==> config.mk <==
export PLATFORM = sky130hd
export DESIGN_NAME = keycode_report_rx
export DESIGN_NICKNAME = d
export VERILOG_FILES = /design/src/rtl/keycode_report_rx.sv
export SDC_FILE = /design/constraint.sdc
export NUM_CORES = 1
export LEC_CHECK = 0
export ABC_AREA = 0
export CAP_MARGIN = 10
export CORE_ASPECT_RATIO = 0.7
export CORE_MARGIN = 1
export CORE_UTILIZATION = 50
export DETAILED_ROUTE_END_ITERATION = 6
export DONT_BUFFER_PORTS = 1
export PLACE_DENSITY = 0.68
export REMOVE_ABC_BUFFERS = 1
export SYNTH_ARGS = -nofsm -noshare
export SYNTH_HDL_FRONTEND = slang
export SYNTH_SLANG_ARGS = --single-unit
==> constraint.sdc <==
create_clock -name Clk -period 2.96 [get_ports Clk]
set_input_delay 0.148 -clock Clk [delete_from_list [all_inputs] [get_ports Clk]]
set_output_delay 0.148 -clock Clk [all_outputs]
set_load 0.02 [all_outputs]
==> src/rtl/keycode_report_rx.sv <==
// Receives 8-byte HID keyboard reports; outputs update 2 edges after the final byte, and only for clean reports.
// rx_ready drops only for the single COMMIT cycle. Malformed, timed-out or rollover reports pulse report_error.
module keycode_report_rx #(
  parameter logic [15:0] TIMEOUT_CYCLES = 16'd50000,
  parameter logic [7:0]  ROLLOVER_CODE  = 8'h01
) (
  input  logic       Clk,
  input  logic       Reset,
  input  logic [7:0] rx_data,
  input  logic       rx_valid,
  input  logic       rx_last,
  output logic       rx_ready,
  output logic [7:0] keycode0,
  output logic [7:0] keycode1,
  output logic [7:0] modifiers,
  output logic       report_valid,
  output logic       key_change,
  output logic       report_error
);

  typedef enum logic [1:0] {IDLE, RECV, DRAIN, COMMIT} state_t;

  state_t      state;
  logic [2:0]  byte_idx;
  logic [15:0] gap_cnt;
  logic [7:0]  shadow_mod;
  logic [7:0]  shadow_k0;
  logic [7:0]  shadow_k1;

  logic        accept;
  logic [15:0] gap_nxt;
  logic        timeout_hit;

  assign accept      = rx_valid && rx_ready;
  assign gap_nxt     = gap_cnt + 16'd1;
  // The report is abandoned at the edge where the idle count reaches the limit.
  assign timeout_hit = (TIMEOUT_CYCLES != 16'd0) && (gap_nxt == TIMEOUT_CYCLES);

  always_ff @(posedge Clk or posedge Reset) begin
    if (Reset) begin
      state        <= IDLE;
      byte_idx     <= 3'd0;
      gap_cnt      <= 16'd0;
      shadow_mod   <= 8'h00;
      shadow_k0    <= 8'h00;
      shadow_k1    <= 8'h00;
      rx_ready     <= 1'b1;
      keycode0     <= 8'h00;
      keycode1     <= 8'h00;
      modifiers    <= 8'h00;
      report_valid <= 1'b0;
      key_change   <= 1'b0;
      report_error <= 1'b0;
    end else begin
      report_valid <= 1'b0;
      key_change   <= 1'b0;
      report_error <= 1'b0;

      case (state)
        IDLE: begin
          if (accept) begin
            shadow_mod <= rx_data;
            gap_cnt    <= 16'd0;
            if (rx_last) begin
              report_error <= 1'b1;
              byte_idx     <= 3'd0;
            end else begin
              byte_idx <= 3'd1;
              state    <= RECV;
            end
          end
        end

        RECV, DRAIN: begin
          if (accept) begin
            gap_cnt  <= 16'd0;
            byte_idx <= byte_idx + 3'd1;
            if (state == RECV) begin
              if (byte_idx == 3'd2) shadow_k0 <= rx_data;
              if (byte_idx == 3'd3) shadow_k1 <= rx_data;
              if (byte_idx == 3'd7) begin
                if (rx_last) begin
                  state    <= COMMIT;
                  rx_ready <= 1'b0;
                end else begin
                  report_error <= 1'b1;
                  state        <= DRAIN;
                end
              end else if (rx_last) begin
                report_error <= 1'b1;
                state        <= IDLE;
                byte_idx     <= 3'd0;
              end
            end else if (rx_last) begin
              state    <= IDLE;
              byte_idx <= 3'd0;
            end
          end else if (timeout_hit) begin
            report_error <= 1'b1;
            state        <= IDLE;
            byte_idx     <= 3'd0;
            gap_cnt      <= 16'd0;
          end else begin
            gap_cnt <= gap_nxt;
          end
        end

        COMMIT: begin
          // A rollover report carries no usable key data, so the last good report persists.
          if (shadow_k0 == ROLLOVER_CODE) begin
            report_error <= 1'b1;
          end else begin
            keycode0     <= shadow_k0;
            keycode1     <= shadow_k1;
            modifiers    <= shadow_mod;
            report_valid <= 1'b1;
            key_change   <= (shadow_k0 != keycode0) || (shadow_k1 != keycode1);
          end
          state    <= IDLE;
          rx_ready <= 1'b1;
          byte_idx <= 3'd0;
          gap_cnt  <= 16'd0;
        end

        default: state <= IDLE;
      endcase
    end
  end

endmodule

==> results.md <==
* DIE WIDTH at 104.2 µm
* Mapped Cells at 350
* Simple-Gate Fraction of Synth Area at 0.1951
* Worst endpoint required time at roughly 3200 ps
* Ys async rst share at 1.000
* Biggest area consumer among synthesized cells: dfrtp_1
* Max_slew headroom at 0.5082
* Placed insts at 437
* Die height at 73.53 µm
* Largest family of logic cells by synthesized area: simple AND/OR/NAND/NOR gates
* Initial Util at 0.5287
* DR WL/cell at 17.23 µm
* Total number of vias at 2667
* Total track usage at 0.2282
* Synth Area in Adders at 0.03423
* Post-Layout Cell Count at 463
* Synth cell types at 49
* Count of final hold-check violations at 0
* Core Rows at 25
* Final #Nets at 386
* Initial DRC count at 164
* CTS tree: done
* Hold Buf Count CTS at 10
* I/O pins at 40
* Mux cell area share after synthesis at 0.1167
* Placer Congestion at 0.9582
* VDD IR-drop max at 0.3884 mV
* First-pass GRT wire length at 13.30 mm
* Buffers on Ports at 0
* Setup Buffers After CTS at 0
* RSZ-0062 raised after global routing: false
* Mean Syn Cell Area at around 10 µm²
* Crit-path max FO at 18
* Crit Path Category: flip-flop to flip-flop
* Post-DRT Antenna Nets at 0
* HP Class: input pin to flip-flop
* Part of the cycle the worst path needs at 0.8849
* Core Footprint at 0.006913 mm²
* Max-slew violations at 0
* Clk slew on worst S/H paths at 80 ps
* Worst path slowest cell: dfrtp_1
* Arr. time, crit path at 2860 ps
* Setup ws final at around 340 ps
* Warnings from Yosys at 0
* Total CTS buffers at 9
* Cell area power density at 458.8 mW/mm²
* Die Area at between 0.007 and 0.008 mm²
* Status: complete, no violations
* Prevailing post-synth register cell: dfrtp_1
* Dpl hpwl at 5.454 mm
* Number of cells upsized or downsized after cts at 0
* Worst Tran Pin Value at 734.5 ps
* CTS root buf: clkbuf_8
* Routed Wire Length at 7.978 mm
* Worst-path cell chain: ha_1 -> nand3_2 -> or3_1 -> a221oi_2 -> o2111ai_4 -> a21boi_2 -> mux2_1
* Total power at 1.871 mW
* Initial antenna violation count at 0
* CTS Sinks at 73
* Ant diodes at 0
* Synth top area cells: dfrtp_1 (49%), mux2_2 (11%), nand2_1 (7.3%)
* Startpoint type of the worst setup path: flip-flop
* Mapped cell area at 0.003655 mm²
* Period minus WS final at about 2600 ps
* Register area share after synthesis at 0.5002
* Post-Synth XOR/XNOR Area at 0.04074
* Synth top area share at 0.4930
* Setup TNS after final layout at 0 ps
* Number of flops mapped to enable cells by yosys at 0
* Leak Pwr at 1.891 nW
* CP peak stage delay at 390 ps
* Setup Skew at 8.818 ps
* 1st-pass router iterations at 5
* Drt via density at 5.760
* Gr ovfl total at 0
* Synth Register Bits at 73
* Area Overhead vs Synth at 11.61%
* DR DRC count at 0
* Vias in the first global route at 2592
* Max Cap Viol at 0
* Clk_lat worst skew at 350 ps
* Crit path capture type: flip-flop
* H-tree levels at 3
* # setup viols final at 0
* Peak Freq at 381.8 MHz
* Clock Tree Buf Depth at 2
* Post-Place Worst Slack at approximately 380 ps
* Complex-gate fraction of the synthesized area at 0.08901
* Largest net degree at the start of global routing at 49
* Share of cells above drive strength 1 at 0.1734
## metrics by stage
step           hold slack (ps)  cell area, µm²  utilization
6_report                 39.46            4079       0.5900
5_1_grt                  73.20            4079       0.5900
4_1_cts                  33.34            4079       0.5900
3_5_place_dp             132.4            3769       0.5452
3_3_place_gp             125.7            3769       0.5452
2_1_floorplan            278.5            3601            -
## layout make-up
class | instances | area, µm²
Clock buffer | 10 | 137.6
Clock inverter | 6 | 72.57
Fill cell | 582 | 2834
Inverter | 9 | 33.78
Multi-Input combinational cell | 256 | 1739
Sequential cell | 73 | 1828
Tap cell | 94 | 117.6
Timing Repair Buffer | 15 | 150.1
## cells in the mapped netlist (all sizes together) (5+ instances only)
cell type / instances
dfrtp: 72
nand2: 71
mux2: 37
xnor2: 17
nand3: 14
nand4: 14
a21oi: 13
nor2: 13
o21ai: 13
clkbuf: 10
ha: 10
inv: 8
and2: 5
and3: 5
## per-layer routing
layer / vias up / track usage / part of all wire
met5: - / 0 / 0
met3: 8 / 0.07187 / 0.057
li1: 1265 / - / -
met2: 79 / 0.3333 / 0.43
met1: 1315 / 0.3328 / 0.51
met4: 0 / 0.04921 / 0.0071
## worst paths after layout
path                       slack (ps)                        to  cells past startpoint                      start
hold reg to reg                   460  modifiers[0]$_DFFE_PP0P_                      2  shadow_mod[0]$_DFFE_PP0P_
min in group asynchronous         310   keycode1[7]$_DFFE_PP0P_                      2                      Reset
hold / removal                     40      rx_ready$_DFFE_PP1P_                      3                    rx_last
setup reg to reg                  340      state[0]$_DFFE_PP0P_                      7     gap_cnt[0]$_DFFE_PP0P_
max in group asynchronous        1950      rx_ready$_DFFE_PP1P_                      3                      Reset
setup / recovery                  340      state[0]$_DFFE_PP0P_                      7     gap_cnt[0]$_DFFE_PP0P_
## flip-flops by register name, indices dropped and copies added (netlist names)
| register | count |
|---|---|
| shadow_mod | 8 |
| report_valid | 1 |
| key_change | 1 |
| shadow_k0 | 8 |
| state | 2 |
| byte_idx | 3 |
| shadow_k1 | 8 |
| rx_ready | 1 |
| keycode1 | 8 |
| report_error | 1 |
| keycode0 | 8 |
| modifiers | 8 |
| gap_cnt | 16 |
## critical path, delay by kind of cell (launching register included)
family,cells,cell delay (ps)
adder cells (fa/ha/maj),1,250
multiplexers,1,340
AO/OA/AOI/OAI,3,1030
AND/OR/NAND/NOR,2,510
flip-flops,1,390
## power by group
group | switching [mW] | leakage (nW) | total, mW | internal, mW
Combinational | 0.0254 | 0.798 | 0.0393 | 0.0139
Sequential | 0.000772 | 0.990 | 0.998 | 0.997
Clock | 0.412 | 0.104 | 0.834 | 0.423
## cells by family (layout without fill, tap and decap cells)
logic type	Yosys count	count (layout)
buffers and inverters	21	40
flip-flops	73	73
adder cells (fa/ha/maj)	10	10
AO/OA/AOI/OAI	46	46
XOR/XNOR	17	17
AND/OR/NAND/NOR	145	145
multiplexers	38	38
## placed cells by master (no fill, tap or decap), types with 12 or more instances in the layout
master / n
dfrtp_1: 72
nand2_1: 71
mux2_2: 35
xnor2_1: 17
nand4_1: 14
nor2_1: 13
o21ai_0: 13
nand3_1: 13
a21oi_1: 12
Power figures use the tool's default switching activity.
